### src/rtl/aes_pkg.sv
// Shared AES definitions for the decipher chain.
//   BLOCK_W        : state width in bits (128)
//   NB             : number of state bytes (16)
//   inv_shift_rows : byte permutation used by every decipher round;
//                    state is column-major, byte 0 = [127:120]
package aes_pkg;

    localparam int unsigned BLOCK_W = 128;
    localparam int unsigned NB      = 16;

    // out[r+4c] = in[r+4((c-r) mod 4)]: row r rotates right by r.
    function automatic logic [BLOCK_W-1:0] inv_shift_rows(input logic [BLOCK_W-1:0] state);
        logic [BLOCK_W-1:0] result;
        result = '0;
        for (int unsigned c = 0; c < 4; c++) begin
            for (int unsigned r = 0; r < 4; r++) begin
                result[BLOCK_W-1-8*(r+4*c) -: 8] =
                    state[BLOCK_W-1-8*(r+4*((c+4-r)%4)) -: 8];
            end
        end
        return result;
    endfunction

endpackage

### src/rtl/aes_inv_shiftrows.sv
// Combinational AES InvShiftRows on a 128-bit column-major state.
// Ports:
//   state   in  128  state before permutation
//   shifted out 128  state after InvShiftRows
module aes_inv_shiftrows
    import aes_pkg::*;
(
    input  logic [BLOCK_W-1:0] state,
    output logic [BLOCK_W-1:0] shifted
);

    assign shifted = inv_shift_rows(state);

endmodule

### src/rtl/aes_decipher_first_block.sv
// First AES-128 decipher round: AddRoundKey(round-10 key), InvShiftRows,
// InvSubBytes (inverse S-box lookup is external, via old/new_inv_sbox).
// Valid/ready pipeline with backpressure, strict FIFO order.
// Ports:
//   clk, reset_n       clock; synchronous active-low reset
//   round_key          round-10 key, sampled with in_block on accept
//   in_valid/in_ready  upstream handshake; accept when both high
//   in_block           ciphertext, byte0 = [127:120]
//   old_inv_sbox       bytes sent to the external inverse S-box (stage 2 data)
//   new_inv_sbox       external inverse S-box result, same cycle
//   out_valid/out_ready downstream handshake
//   out_block          InvSubBytes(InvShiftRows(in_block ^ round_key))
// Parameters:
//   BLOCK_W   must be 128
//   REG_SBOX  1: registered S-box stage (latency 3); 0: combinational (latency 2)
module aes_decipher_first_block #(
    parameter int unsigned BLOCK_W  = 128,
    parameter bit          REG_SBOX = 1'b1
) (
    input  logic               clk,
    input  logic               reset_n,
    input  logic [BLOCK_W-1:0] round_key,
    input  logic               in_valid,
    output logic               in_ready,
    input  logic [BLOCK_W-1:0] in_block,
    output logic [BLOCK_W-1:0] old_inv_sbox,
    input  logic [BLOCK_W-1:0] new_inv_sbox,
    output logic               out_valid,
    input  logic               out_ready,
    output logic [BLOCK_W-1:0] out_block
);
    import aes_pkg::*;

    if (BLOCK_W != aes_pkg::BLOCK_W) begin : g_width_check
        $error("aes_decipher_first_block: BLOCK_W must be 128");
    end

    logic               v1, v2;
    logic [BLOCK_W-1:0] s1, s2;
    logic [BLOCK_W-1:0] s1_shifted;
    logic               adv1, adv2;

    aes_inv_shiftrows u_inv_shiftrows (
        .state   (s1),
        .shifted (s1_shifted)
    );

    // A stage may load when it is empty or the stage after it is moving.
    assign adv1     = !v1 || adv2;
    assign in_ready = adv1;

    assign old_inv_sbox = s2;

    always_ff @(posedge clk) begin
        if (!reset_n) begin
            v1 <= 1'b0;
            s1 <= '0;
            v2 <= 1'b0;
            s2 <= '0;
        end else begin
            if (adv1) begin
                v1 <= in_valid;
                if (in_valid) begin
                    s1 <= in_block ^ round_key;
                end
            end
            if (adv2) begin
                v2 <= v1;
                s2 <= s1_shifted;
            end
        end
    end

    if (REG_SBOX) begin : g_reg_sbox
        logic               v3;
        logic [BLOCK_W-1:0] s3;
        logic               adv3;

        assign adv3 = !v3 || out_ready;
        assign adv2 = !v2 || adv3;

        always_ff @(posedge clk) begin
            if (!reset_n) begin
                v3 <= 1'b0;
                s3 <= '0;
            end else if (adv3) begin
                v3 <= v2;
                s3 <= new_inv_sbox;
            end
        end

        assign out_valid = v3;
        assign out_block = s3;
    end else begin : g_comb_sbox
        assign adv2      = !v2 || out_ready;
        assign out_valid = v2;
        assign out_block = new_inv_sbox;
    end

endmodule

### config.mk
export PLATFORM = sky130hd
export DESIGN_NAME = aes_decipher_first_block
export DESIGN_NICKNAME = d
export VERILOG_FILES = /design/src/rtl/aes_pkg.sv /design/src/rtl/aes_inv_shiftrows.sv /design/src/rtl/aes_decipher_first_block.sv
export SDC_FILE = /design/constraint.sdc
export NUM_CORES = 1
export LEC_CHECK = 0
export CAP_MARGIN = 20
export CORE_AREA = 10 10 246 248
export CTS_CLUSTER_SIZE = 28
export DETAILED_ROUTE_END_ITERATION = 8
export DIE_AREA = 0 0 256 258
export DONT_BUFFER_PORTS = 1
export GPL_TIMING_DRIVEN = 0
export SYNTH_ARGS = -nofsm -noshare
export SYNTH_HDL_FRONTEND = slang
export SYNTH_SLANG_ARGS = --single-unit
### constraint.sdc
create_clock -name clk -period 1.42 [get_ports clk]
set_clock_uncertainty 0.1 [all_clocks]
set_input_delay 0.284 -clock clk [delete_from_list [all_inputs] [get_ports clk]]
set_output_delay 0.284 -clock clk [all_outputs]
set_load 0.005 [all_outputs]
==> out/metrics.yaml <==
floorplanning:
  coreArea_um2: 55700
  die_area_um2: 66000
  ioPinCount: 646
  fp-row-count: 87
  initial_utilization_pct: 27.6
  dieHeight_um: 258
  die_x_um: 256
sta:
  relSlewSlack_pct: 39.3
  worstMarginPinSlew_ns: 0.910
  rsz0062_at_grt: "true"
  setup_viol: 309
  fmax_mhz: 556
  fin_ws_ns: -0.379
  holdWs_ns: 0.0425
  tns_ns: -42.48
  hold_viol_final: 0
  slew_violations: 0
  min_period_ns: 1.80
  post-route-period-util_pct: 127
drt:
  drc: 0
  vias: 14700
  first_pass_iters: 5
  route.detailed.wl_per_inst_um: 24.7
  viasPerCell: 5.00
  totalWireLength_mm: 72.9
  drt-initial-drc-count: 952
  drtAntennaViolNets: 0
worst_setup_path:
  cp_max_fo: 6
  crit_path_start_kind: "register"
  path_cells: "nand4b_1 > clkbuf_8"
  critPathKind: "reg2out"
  timing.critical_path.buf_inv: 1
  rr_worst_depth: 7
  arrival_ns: 1.41
  cp.required_ns: 1.04
  slowest_delay_ns: 0.41
  slowest_stage: "dfxtp_4"
  timing.rr.end: "s1[18]"
  r2r_slack_ns: -0.31
  cpLargestDelayFamily: "flip-flops"
  r2r-start: "out_valid"
  crit_cells: 2
  worstSetupEndpointType: "primary output"
global_routing:
  grt_use_total_pct: 20.6
  grt_max_degree: 20
  antenna_found_initial: 14
  grt_pass1_wl_mm: 104
  gr-total-overflow: 0
  grt_pass1_vias: 15700
clock_tree:
  cts_num_sinks: 387
  path_clk_slew_ns: 0.06
  cts_buffer_depth: 3
  cts_root_buffer: "clkbuf_16"
  htreeDepth: 2
  cts_made_buffers: 43
  cts_tree: "built"
  insertion_delay_ns: 0.56
run:
  maxCapViolations: 0
cells_and_area:
  area_delta_synth_final_pct: 55.1
  nFillCells: 5019
  drive_gt1_share_pct: 18.7
  nets: 2548
  final_cells: 2952
  mostFrequentLayoutCells: "nand2_1, dlygate4sd3_1, dfxtp_1"
  fin_util_pct: 42.9
  layout_commonest_cell: "nand2_1"
worst_hold_path:
  holdPathEnd: "s1[24]"
  min_path_type: "in2reg"
  hp-start: "round_key[24]"
  hold_depth: 3
place:
  place.detailed.hpwl_mm: 49.5
  dp.cells: 2448
  place_congestion: 0.942
  portBuffers: 0
  dp_slack_ns: -1.03
synthesis:
  synth_seq_cells: 387
  yosysSeqAreaShare_pct: 50.3
  syn_area_per_cell_um2: 9.11
  ys_types: 21
  syn_inst: 1691
  ys.warnings.count: 0
  syn_nets: 2079
  synth_area_um2: 15400
power_and_ir_drop:
  power.leakage_uw: 0.0107
  peakVddDrop_mv: 0.896
  powerDensity_nw_per_um2: 1100
outcome:
  violations: "setup timing"
  status: "finished, violations left"
## cells in the mapped netlist
library cell,count,area share [%]
a21boi_0,220,11
a21boi_1,37,1.8
a21oi_4,1,0.11
and3b_1,1,0.057
buf_1,8,0.19
buf_2,33,1.1
buf_4,1,0.049
buf_6,13,0.95
buf_8,1,0.097
clkbuf_1,86,2.1
dfxtp_1,387,50
inv_1,1,0.024
nand2_1,512,12
nand2b_1,1,0.041
nand3_1,128,4.2
nand3b_1,1,0.049
nand4b_1,1,0.057
nor2b_1,1,0.041
o211a_1,128,8.3
o21a_1,2,0.097
xnor2_1,128,7.3
## state kept, by name, summed over array words and instances, names as in the netlist
name,flops
old_inv_sbox,128
v2,1
s1,128
out_valid,1
out_block,128
v1,1
## metrics by stage
| stage | cell area [um^2] | power, uW |
|---|---|---|
| final | 23900 | 26300 |
| after global routing | 23900 | 27200 |
| after CTS | 23200 | 26300 |
| after detailed placement | 16400 | 14300 |
| after global placement | 16300 | 14200 |
| after floorplan | 15400 | 13500 |
## worst max-delay path by stage
stage,slack [ns],startpoint,end
after floorplan,0.003,out_valid,s1[0]
after global placement,-0.98,reset_n,old_inv_sbox[5]
after detailed placement,-1.03,reset_n,old_inv_sbox[1]
after CTS,-0.39,out_valid,in_ready
after global routing,-0.43,out_valid,in_ready
final,-0.38,out_valid,in_ready
## worst register-to-register path: stages, from the launching register on
cell and delay (ns):
dfxtp_4 0.41, nand4b_1 0.21, buf_4 0.21, buf_12 0.14
buf_16 0.17, clkbuf_16 0.18, nand3_2 0.07, o211a_1 0.18
## cell families after synthesis
family	synth area share, %
flops	50.3
simple gates	16.9
xor+xnor	7.28
compound gates	21.0
buf+inv	4.48
## metal layers
| metal | vias up | GRT usage, % | share of wire [%] |
|---|---|---|---|
| met5 | - | 0 | 0.16 |
| met4 | 18 | 9.18 | 4.5 |
| met3 | 213 | 7.84 | 9.5 |
| met2 | 789 | 37.4 | 51 |
| met1 | 7102 | 20.7 | 35 |
| li1 | 6626 | - | - |
## where the power goes
part           switching [uW]  total (uW)  internal (uW)
logic                    1430        3190           1760
registers                 698       12300          11600
clock network            4680       10800           6160
## area by class of cell
cell class,count,area [um^2],area share (%)
Clock inverter,15,155,0.649
Clock buffer,61,1170,4.91
Inverter,1,3.75,0.0157
Buffer,137,1180,4.93
Multi-Input combinational cell,1161,7950,33.3
Tap cell,756,946,3.96
Sequential cell,387,7780,32.6
Antenna cell,5,12.5,0.0524
Timing Repair Buffer,429,4700,19.7
## repair_timing
item | 4_1_cts | 5_1_grt
gates cloned | 17 | 5
endpoints found under the hold margin | 257 | 0
pin swaps | 9 | 83
hold buffers | 384 | 0
setup endpoints to repair | 409 | 388
buffers inserted | 24 | 7
gates resized for setup | 354 | 240
(Power assumes the default switching activity.)
